[src/rtl/bitwise_op_arbiter_pkg.sv]
`default_nettype none
// +--------------------------------------------------------------------+
// | bitwise_pkg: opcodes, FSM encoding and default sizes shared by the  |
// | bitwise_op_arbiter slice.                        Revision: 1.0      |
// +--------------------------------------------------------------------+
package bitwise_pkg;

  localparam int DEF_WIDTH = 7;
  localparam int DEF_CNT_W = 8;

  localparam logic [1:0] OP_AND  = 2'b00;
  localparam logic [1:0] OP_OR   = 2'b01;
  localparam logic [1:0] OP_XOR  = 2'b10;
  localparam logic [1:0] OP_NAND = 2'b11;

  typedef enum logic [1:0] {
    IDLE = 2'd0,
    EXEC = 2'd1,
    RESP = 2'd2
  } state_t;

endpackage
`default_nettype wire

[src/rtl/bitwise_op_arbiter_if.sv]
`default_nettype none
// +--------------------------------------------------------------------+
// | bitwise_op_arbiter_if: two request channels, shared response       |
// | channel and status.                              Revision: 1.0      |
// +--------------------------------------------------------------------+
interface bitwise_op_arbiter_if
  import bitwise_pkg::*;
#(
  parameter int WIDTH = DEF_WIDTH,
  parameter int CNT_W = DEF_CNT_W
);

  logic             req0_valid;
  logic             req0_ready;
  logic [WIDTH-1:0] req0_a;
  logic [WIDTH-1:0] req0_b;
  logic [1:0]       req0_op;

  logic             req1_valid;
  logic             req1_ready;
  logic [WIDTH-1:0] req1_a;
  logic [WIDTH-1:0] req1_b;
  logic [1:0]       req1_op;

  logic             rsp_valid;
  logic             rsp_ready;
  logic             rsp_id;
  logic [WIDTH-1:0] rsp_q;

  logic             busy;
  logic [CNT_W-1:0] done_cnt0;
  logic [CNT_W-1:0] done_cnt1;

  modport master (
    output req0_valid, req0_a, req0_b, req0_op,
    output req1_valid, req1_a, req1_b, req1_op,
    output rsp_ready,
    input  req0_ready, req1_ready,
    input  rsp_valid, rsp_id, rsp_q,
    input  busy, done_cnt0, done_cnt1
  );

  modport slave (
    input  req0_valid, req0_a, req0_b, req0_op,
    input  req1_valid, req1_a, req1_b, req1_op,
    input  rsp_ready,
    output req0_ready, req1_ready,
    output rsp_valid, rsp_id, rsp_q,
    output busy, done_cnt0, done_cnt1
  );

endinterface
`default_nettype wire

[src/rtl/bitwise_op_arbiter_rr_arb2.sv]
`default_nettype none
// +--------------------------------------------------------------------+
// | rr_arb2: combinational two-way round-robin grant.                  |
// |                                                  Revision: 1.0      |
// +--------------------------------------------------------------------+
module rr_arb2 (
  input  logic valid0_i,
  input  logic valid1_i,
  input  logic prio_i,
  output logic grant_id_o,
  output logic grant_any_o
);

  // prio only matters on contention; a lone requester always wins.
  assign grant_any_o = valid0_i | valid1_i;
  assign grant_id_o  = (valid0_i & valid1_i) ? prio_i : valid1_i;

endmodule
`default_nettype wire

[src/rtl/bitwise_op_arbiter.sv]
`default_nettype none
// +--------------------------------------------------------------------+
// | bitwise_op_arbiter: one registered AND/OR/XOR/NAND stage shared by  |
// | two requesters, one transaction in flight.       Revision: 1.0      |
// +--------------------------------------------------------------------+
module bitwise_op_arbiter
  import bitwise_pkg::*;
#(
  parameter int WIDTH = DEF_WIDTH,
  parameter int CNT_W = DEF_CNT_W
) (
  input  logic                 clk,
  input  logic                 rst_n,
  bitwise_op_arbiter_if.slave  bus
);

  state_t           state_q, state_d;
  logic             prio_q, prio_d;
  logic [WIDTH-1:0] a_q, a_d;
  logic [WIDTH-1:0] b_q, b_d;
  logic [1:0]       op_q, op_d;
  logic             id_q, id_d;
  logic             rsp_valid_q, rsp_valid_d;
  logic             rsp_id_q, rsp_id_d;
  logic [WIDTH-1:0] res_q, res_d;
  logic [CNT_W-1:0] cnt0_q, cnt0_d;
  logic [CNT_W-1:0] cnt1_q, cnt1_d;

  logic             grant_id;
  logic             grant_any;
  logic [WIDTH-1:0] alu;

  rr_arb2 u_arb (
    .valid0_i    (bus.req0_valid),
    .valid1_i    (bus.req1_valid),
    .prio_i      (prio_q),
    .grant_id_o  (grant_id),
    .grant_any_o (grant_any)
  );

  // Gated by rst_n so a held valid is never acknowledged while in reset.
  assign bus.req0_ready = rst_n && (state_q == IDLE) && grant_any && !grant_id;
  assign bus.req1_ready = rst_n && (state_q == IDLE) && grant_any &&  grant_id;

  assign bus.rsp_valid = rsp_valid_q;
  assign bus.rsp_id    = rsp_id_q;
  assign bus.rsp_q     = res_q;
  assign bus.busy      = (state_q != IDLE);
  assign bus.done_cnt0 = cnt0_q;
  assign bus.done_cnt1 = cnt1_q;

  always_comb begin
    alu = '0;
    case (op_q)
      OP_AND:  alu = a_q & b_q;
      OP_OR:   alu = a_q | b_q;
      OP_XOR:  alu = a_q ^ b_q;
      default: alu = ~(a_q & b_q);
    endcase
  end

  always_comb begin
    state_d     = state_q;
    prio_d      = prio_q;
    a_d         = a_q;
    b_d         = b_q;
    op_d        = op_q;
    id_d        = id_q;
    rsp_valid_d = rsp_valid_q;
    rsp_id_d    = rsp_id_q;
    res_d       = res_q;
    cnt0_d      = cnt0_q;
    cnt1_d      = cnt1_q;

    case (state_q)
      IDLE: begin
        if (grant_any) begin
          a_d     = grant_id ? bus.req1_a  : bus.req0_a;
          b_d     = grant_id ? bus.req1_b  : bus.req0_b;
          op_d    = grant_id ? bus.req1_op : bus.req0_op;
          id_d    = grant_id;
          state_d = EXEC;
        end
      end
      EXEC: begin
        res_d       = alu;
        rsp_id_d    = id_q;
        rsp_valid_d = 1'b1;
        state_d     = RESP;
      end
      RESP: begin
        if (rsp_valid_q && bus.rsp_ready) begin
          rsp_valid_d = 1'b0;
          prio_d      = ~rsp_id_q;
          state_d     = IDLE;
          if (rsp_id_q) begin
            if (cnt1_q != {CNT_W{1'b1}}) cnt1_d = cnt1_q + 1'b1;
          end else begin
            if (cnt0_q != {CNT_W{1'b1}}) cnt0_d = cnt0_q + 1'b1;
          end
        end
      end
      default: state_d = IDLE;
    endcase
  end

  always_ff @(posedge clk or negedge rst_n) begin
    if (!rst_n) begin
      state_q     <= IDLE;
      prio_q      <= 1'b0;
      a_q         <= '0;
      b_q         <= '0;
      op_q        <= '0;
      id_q        <= 1'b0;
      rsp_valid_q <= 1'b0;
      rsp_id_q    <= 1'b0;
      res_q       <= '0;
      cnt0_q      <= '0;
      cnt1_q      <= '0;
    end else begin
      state_q     <= state_d;
      prio_q      <= prio_d;
      a_q         <= a_d;
      b_q         <= b_d;
      op_q        <= op_d;
      id_q        <= id_d;
      rsp_valid_q <= rsp_valid_d;
      rsp_id_q    <= rsp_id_d;
      res_q       <= res_d;
      cnt0_q      <= cnt0_d;
      cnt1_q      <= cnt1_d;
    end
  end

endmodule
`default_nettype wire

[src/flat_wrapper.sv]
// flat-port wrapper written by rule: the top's interface ports become plain ports
module bitwise_op_arbiter_flat import bitwise_pkg::*;
#(
  parameter int WIDTH = DEF_WIDTH,
  parameter int CNT_W = DEF_CNT_W
)
  (clk, rst_n, bus_req0_valid, bus_req0_a, bus_req0_b, bus_req0_op, bus_req1_valid, bus_req1_a, bus_req1_b, bus_req1_op, bus_rsp_ready, bus_req0_ready, bus_req1_ready, bus_rsp_valid, bus_rsp_id, bus_rsp_q, bus_busy, bus_done_cnt0, bus_done_cnt1);
  bitwise_op_arbiter_if #(.WIDTH(WIDTH), .CNT_W(CNT_W)) bus_i ();
  input  logic clk;
  input  logic rst_n;
  input wire logic [$bits(bus_i.req0_valid)-1:0] bus_req0_valid;
  input wire logic [$bits(bus_i.req0_a)-1:0] bus_req0_a;
  input wire logic [$bits(bus_i.req0_b)-1:0] bus_req0_b;
  input wire logic [$bits(bus_i.req0_op)-1:0] bus_req0_op;
  input wire logic [$bits(bus_i.req1_valid)-1:0] bus_req1_valid;
  input wire logic [$bits(bus_i.req1_a)-1:0] bus_req1_a;
  input wire logic [$bits(bus_i.req1_b)-1:0] bus_req1_b;
  input wire logic [$bits(bus_i.req1_op)-1:0] bus_req1_op;
  input wire logic [$bits(bus_i.rsp_ready)-1:0] bus_rsp_ready;
  output wire logic [$bits(bus_i.req0_ready)-1:0] bus_req0_ready;
  output wire logic [$bits(bus_i.req1_ready)-1:0] bus_req1_ready;
  output wire logic [$bits(bus_i.rsp_valid)-1:0] bus_rsp_valid;
  output wire logic [$bits(bus_i.rsp_id)-1:0] bus_rsp_id;
  output wire logic [$bits(bus_i.rsp_q)-1:0] bus_rsp_q;
  output wire logic [$bits(bus_i.busy)-1:0] bus_busy;
  output wire logic [$bits(bus_i.done_cnt0)-1:0] bus_done_cnt0;
  output wire logic [$bits(bus_i.done_cnt1)-1:0] bus_done_cnt1;
  assign bus_i.req0_valid = bus_req0_valid;
  assign bus_i.req0_a = bus_req0_a;
  assign bus_i.req0_b = bus_req0_b;
  assign bus_i.req0_op = bus_req0_op;
  assign bus_i.req1_valid = bus_req1_valid;
  assign bus_i.req1_a = bus_req1_a;
  assign bus_i.req1_b = bus_req1_b;
  assign bus_i.req1_op = bus_req1_op;
  assign bus_i.rsp_ready = bus_rsp_ready;
  assign bus_req0_ready = bus_i.req0_ready;
  assign bus_req1_ready = bus_i.req1_ready;
  assign bus_rsp_valid = bus_i.rsp_valid;
  assign bus_rsp_id = bus_i.rsp_id;
  assign bus_rsp_q = bus_i.rsp_q;
  assign bus_busy = bus_i.busy;
  assign bus_done_cnt0 = bus_i.done_cnt0;
  assign bus_done_cnt1 = bus_i.done_cnt1;
  bitwise_op_arbiter #(.WIDTH(WIDTH), .CNT_W(CNT_W)) u_core (.clk(clk), .rst_n(rst_n), .bus(bus_i));
endmodule
[config.mk]
export PLATFORM = sky130hd
export DESIGN_NAME = bitwise_op_arbiter_flat
export DESIGN_NICKNAME = d
export VERILOG_FILES = /design/src/rtl/bitwise_op_arbiter_pkg.sv /design/src/rtl/bitwise_op_arbiter_if.sv /design/src/rtl/bitwise_op_arbiter_rr_arb2.sv /design/src/rtl/bitwise_op_arbiter.sv /design/src/flat_wrapper.sv
export SDC_FILE = /design/constraint.sdc
export NUM_CORES = 1
export LEC_CHECK = 0
export CAP_MARGIN = 20
export CORE_MARGIN = 1.5
export CORE_UTILIZATION = 45
export DETAILED_ROUTE_END_ITERATION = 12
export GPL_ROUTABILITY_DRIVEN = 0
export GPL_TIMING_DRIVEN = 0
export PLACE_DENSITY = 0.84
export SETUP_SLACK_MARGIN = 0.1
export SYNTH_ARGS = -nofsm -noshare
export SYNTH_HDL_FRONTEND = slang
export SYNTH_SLANG_ARGS = --single-unit
[constraint.sdc]
create_clock -name clk -period 3.1 [get_ports clk]
set_input_delay 0.465 -clock clk [delete_from_list [all_inputs] [get_ports clk]]
set_output_delay 0.465 -clock clk [all_outputs]
set_load 0.03 [all_outputs]
==> out/results.ini, run 1 <==
[worst_setup_path]
cp_max_fo=10
cp-end-kind=output port
crit_chain=clkdlybuf4s50_1 -> inv_1 -> o21ai_1 -> buf_4 -> buf_4 -> and3_1 -> clkdlybuf4s50_1
reg2reg_depth=4
max_stage_delay_ps=660
critPathKind=in -> out
cp.required_ps=2630
critPathTopFamily=buffers and inverters
worst-path-buf-inv=5
cp_slowest_cell=clkdlybuf4s50_1
worst_setup_path_start_kind=input port
cp_num_cells=7
cp_data_arrival_time_ps=2390

[cells_and_area]
nNetsFinal=390
utilization_pct=62.53
syn_to_final_growth_pct=34.60
fillerInstances=485
diodes=0
fin_cells=410
drive_gt1_share_pct=9.172
fin_area_um2=3422

[sta]
relSlewSlack_pct=70.87
rsz0062_at_grt=false
finClkSkew_ps=9.452
maxSlewViolCount=0
worst_slew_pin_slew_ps=437.0
fmax_mhz=349.7
fin_crit_sh_pct=92.24
finalCriticalPeriod_ps=2860
hold_viol=0
holdWs_ps=92.42
finalSetupViolations=0

[floorplan]
die_area_um2=6110
rows=27
initial_core_util_pct=46.46
fp.dieH_um=78.17
ios=65
die_w_um=78.17
coreArea_um2=5473

[synth]
synth_top_family_by_area=simple AND/OR/NAND/NOR gates
avgSynthCellArea_um2=9.594
synth_fp_nets=318
synth_most_common_cell=dfrtp_1
yosysTopAreaCell=dfrtp_1
ys.flop_type=dfrtp_1
syn_inst=265
synthMuxAreaShare_pct=11.61
synthAdderAreaFrac_pct=7.874
synth_edf_count=0
synthTopCellsByCount=dfrtp_1 (45), a21oi_1 (26), nor2_1 (26)
syn_area_um2=2542
synth.distinct_cells=38
ys_seq_elements=45
ys_warn_count=0
synth_top_area_share_pct=44.29
yosys.area_share.simple_pct=16.29
async_flop_share_pct=100.0
synth-compound-area-share_pct=12.70
synth_seq_area_share_pct=44.29
synth_area_leaders=dfrtp_1 (44%), ha_1 (7.9%), mux2i_1 (6.3%)
synth-xor-area-share_pct=1.722

[global_route]
grt_overflow=0
use_met2_pct=34.61
met1_usage_pct=23.15
grt_pass1_wl_mm=9.321
grt_busiest_layer=met2
track_usage_pct=19.61
antenna_found_initial=0
met3_usage_pct=4.186
grt_pass1_vias=2061
grt_max_degree=30

[route]
route.detailed.drc=0
num_vias=2171
drtIter0Drc=55
vias_per_cell=5.295
routed_wl_mm=5.586
final_antenna_net_count=0
wl_per_cell_um=13.62
first_pass_iters=4

[clock_tree]
cts.path.max_buffers=2
hold_buffers=0
path_clk_slew_ps=80
cts_resized=0
cts_root_buf=clkbuf_8
cts.sinks=45
postCtsSetupRepairBufs=0
clkLatencyLatePin_ps=310
cts_tree=built
cts_made_buffers=5
cts.htree.levels=2

[pwr]
power_density_nw_per_um2=911.1
power_leakage_nw=1.589
vdd.ir_drop.worst_uv=389.2
fin_total_pwr_w=0.003118

[status]
status=completed

[placement]
dp_cells=402
dp_hpwl_mm=4.179
placed_area_um2=3288
portBuffers=64

[worst_hold_path]
hold_path.class=in -> async

[flow_run]
maxCapViolations=0

## metal layers
metal	up-vias	wire length, µm	part of all wire, %
met3	9	212	3.8
met2	48	2968	53
met4	0	95	1.7
met1	1057	2309	41
met5	-	0	0
li1	1057	-	-
## metrics by stage
stage | setup WS (ps) | TNS (ps)
floorplan | 1059 | 0
global placement | -804.4 | -1599
detailed placement | 209.2 | 0
CTS | 210.7 | 0
global route | 121.0 | 0
finish | 240.4 | 0
## sequential cells by signal, indices dropped and copies added (netlist names)
name / flops
u_core.b_q: 7
u_core.bus.done_cnt0: 8
u_core.bus.done_cnt1: 8
u_core.prio_q: 1
u_core.bus.rsp_valid: 1
u_core.bus.rsp_q: 7
u_core.state_q: 2
u_core.id_q: 1
u_core.op_q: 2
u_core.bus.rsp_id: 1
u_core.a_q: 7
## cell type report
class	count	area (µm²)	area share, %
inverter	22	82.58	2.413
clock inverter	3	65.06	1.901
multi-input combinational	187	1276	37.29
sequential	45	1126	32.91
buffer	11	57.56	1.682
clock buffer	5	68.82	2.011
timing repair buffer	65	655.6	19.16
tap	72	90.09	2.633
## cell usage in the layout (no fill, tap or decap), types with 2 or more instances in the layout
cell,count
nor2b_1,4
nand2_1,20
xor2_1,2
nand3_1,9
a31oi_1,3
o211ai_1,2
dfrtp_1,45
nor3_1,3
nor3_2,2
nand2b_1,3
o21ai_0,11
clkbuf_1,2
o21a_1,2
inv_1,22
buf_2,8
a21oi_1,26
bufinv_16,2
nand4_1,3
clkdlybuf4s50_1,63
and3_1,3
clkbuf_8,5
o31a_1,3
ha_1,16
o21ai_1,7
nor2_1,26
mux2_1,6
mux2i_1,16
buf_4,2
xnor2_1,3
mux2_2,6
## power by group
group | internal (W) | switching, W | total, W
clock network | 0.000320 | 0.000204 | 0.000524
logic | 0.000683 | 0.000886 | 0.00157
registers | 0.000814 | 0.000211 | 0.00102
## cells by family after synthesis
family | after synthesis
AND/OR/NAND/NOR | 81
AO/OA/AOI/OAI | 57
flip-flops | 45
buffers and inverters | 33
multiplexers | 28
adder cells (fa/ha/maj) | 16
XOR/XNOR | 5
## path summary, 6_finish.rpt
| check | from | to | slack [ps] |
|---|---|---|---|
| worst max-delay path | bus_req0_valid | bus_req0_ready | 240 |
| worst min-delay path | rst_n | u_core.b_q[0]$_DFFE_PN0P_ | 90 |
| worst max register to register | u_core.state_q[1]$_DFFE_PN0P_ | u_core.bus.done_cnt0[7]$_DFFE_PN0P_ | 1550 |
| worst min register to register | u_core.bus.rsp_q[3]$_DFFE_PN0P_ | u_core.bus.rsp_q[3]$_DFFE_PN0P_ | 490 |
| max in group asynchronous | rst_n | u_core.bus.done_cnt0[3]$_DFFE_PN0P_ | 2520 |
| min in group clk | u_core.bus.rsp_q[3]$_DFFE_PN0P_ | u_core.bus.rsp_q[3]$_DFFE_PN0P_ | 490 |
(Power assumes the default switching activity.)
==> inputs of run 2 (changes only) <==
--- a/config.mk
+++ b/config.mk
@@ -9,7 +9,7 @@
 export CORE_MARGIN = 1.5
 export CORE_UTILIZATION = 45
 export DETAILED_ROUTE_END_ITERATION = 12
-export GPL_ROUTABILITY_DRIVEN = 0
+export GPL_ROUTABILITY_DRIVEN = 1
 export GPL_TIMING_DRIVEN = 0
 export PLACE_DENSITY = 0.84
 export SETUP_SLACK_MARGIN = 0.1
==> results of run 2 <==
The final DEF is identical to that of run 1; final timing and power are the same.
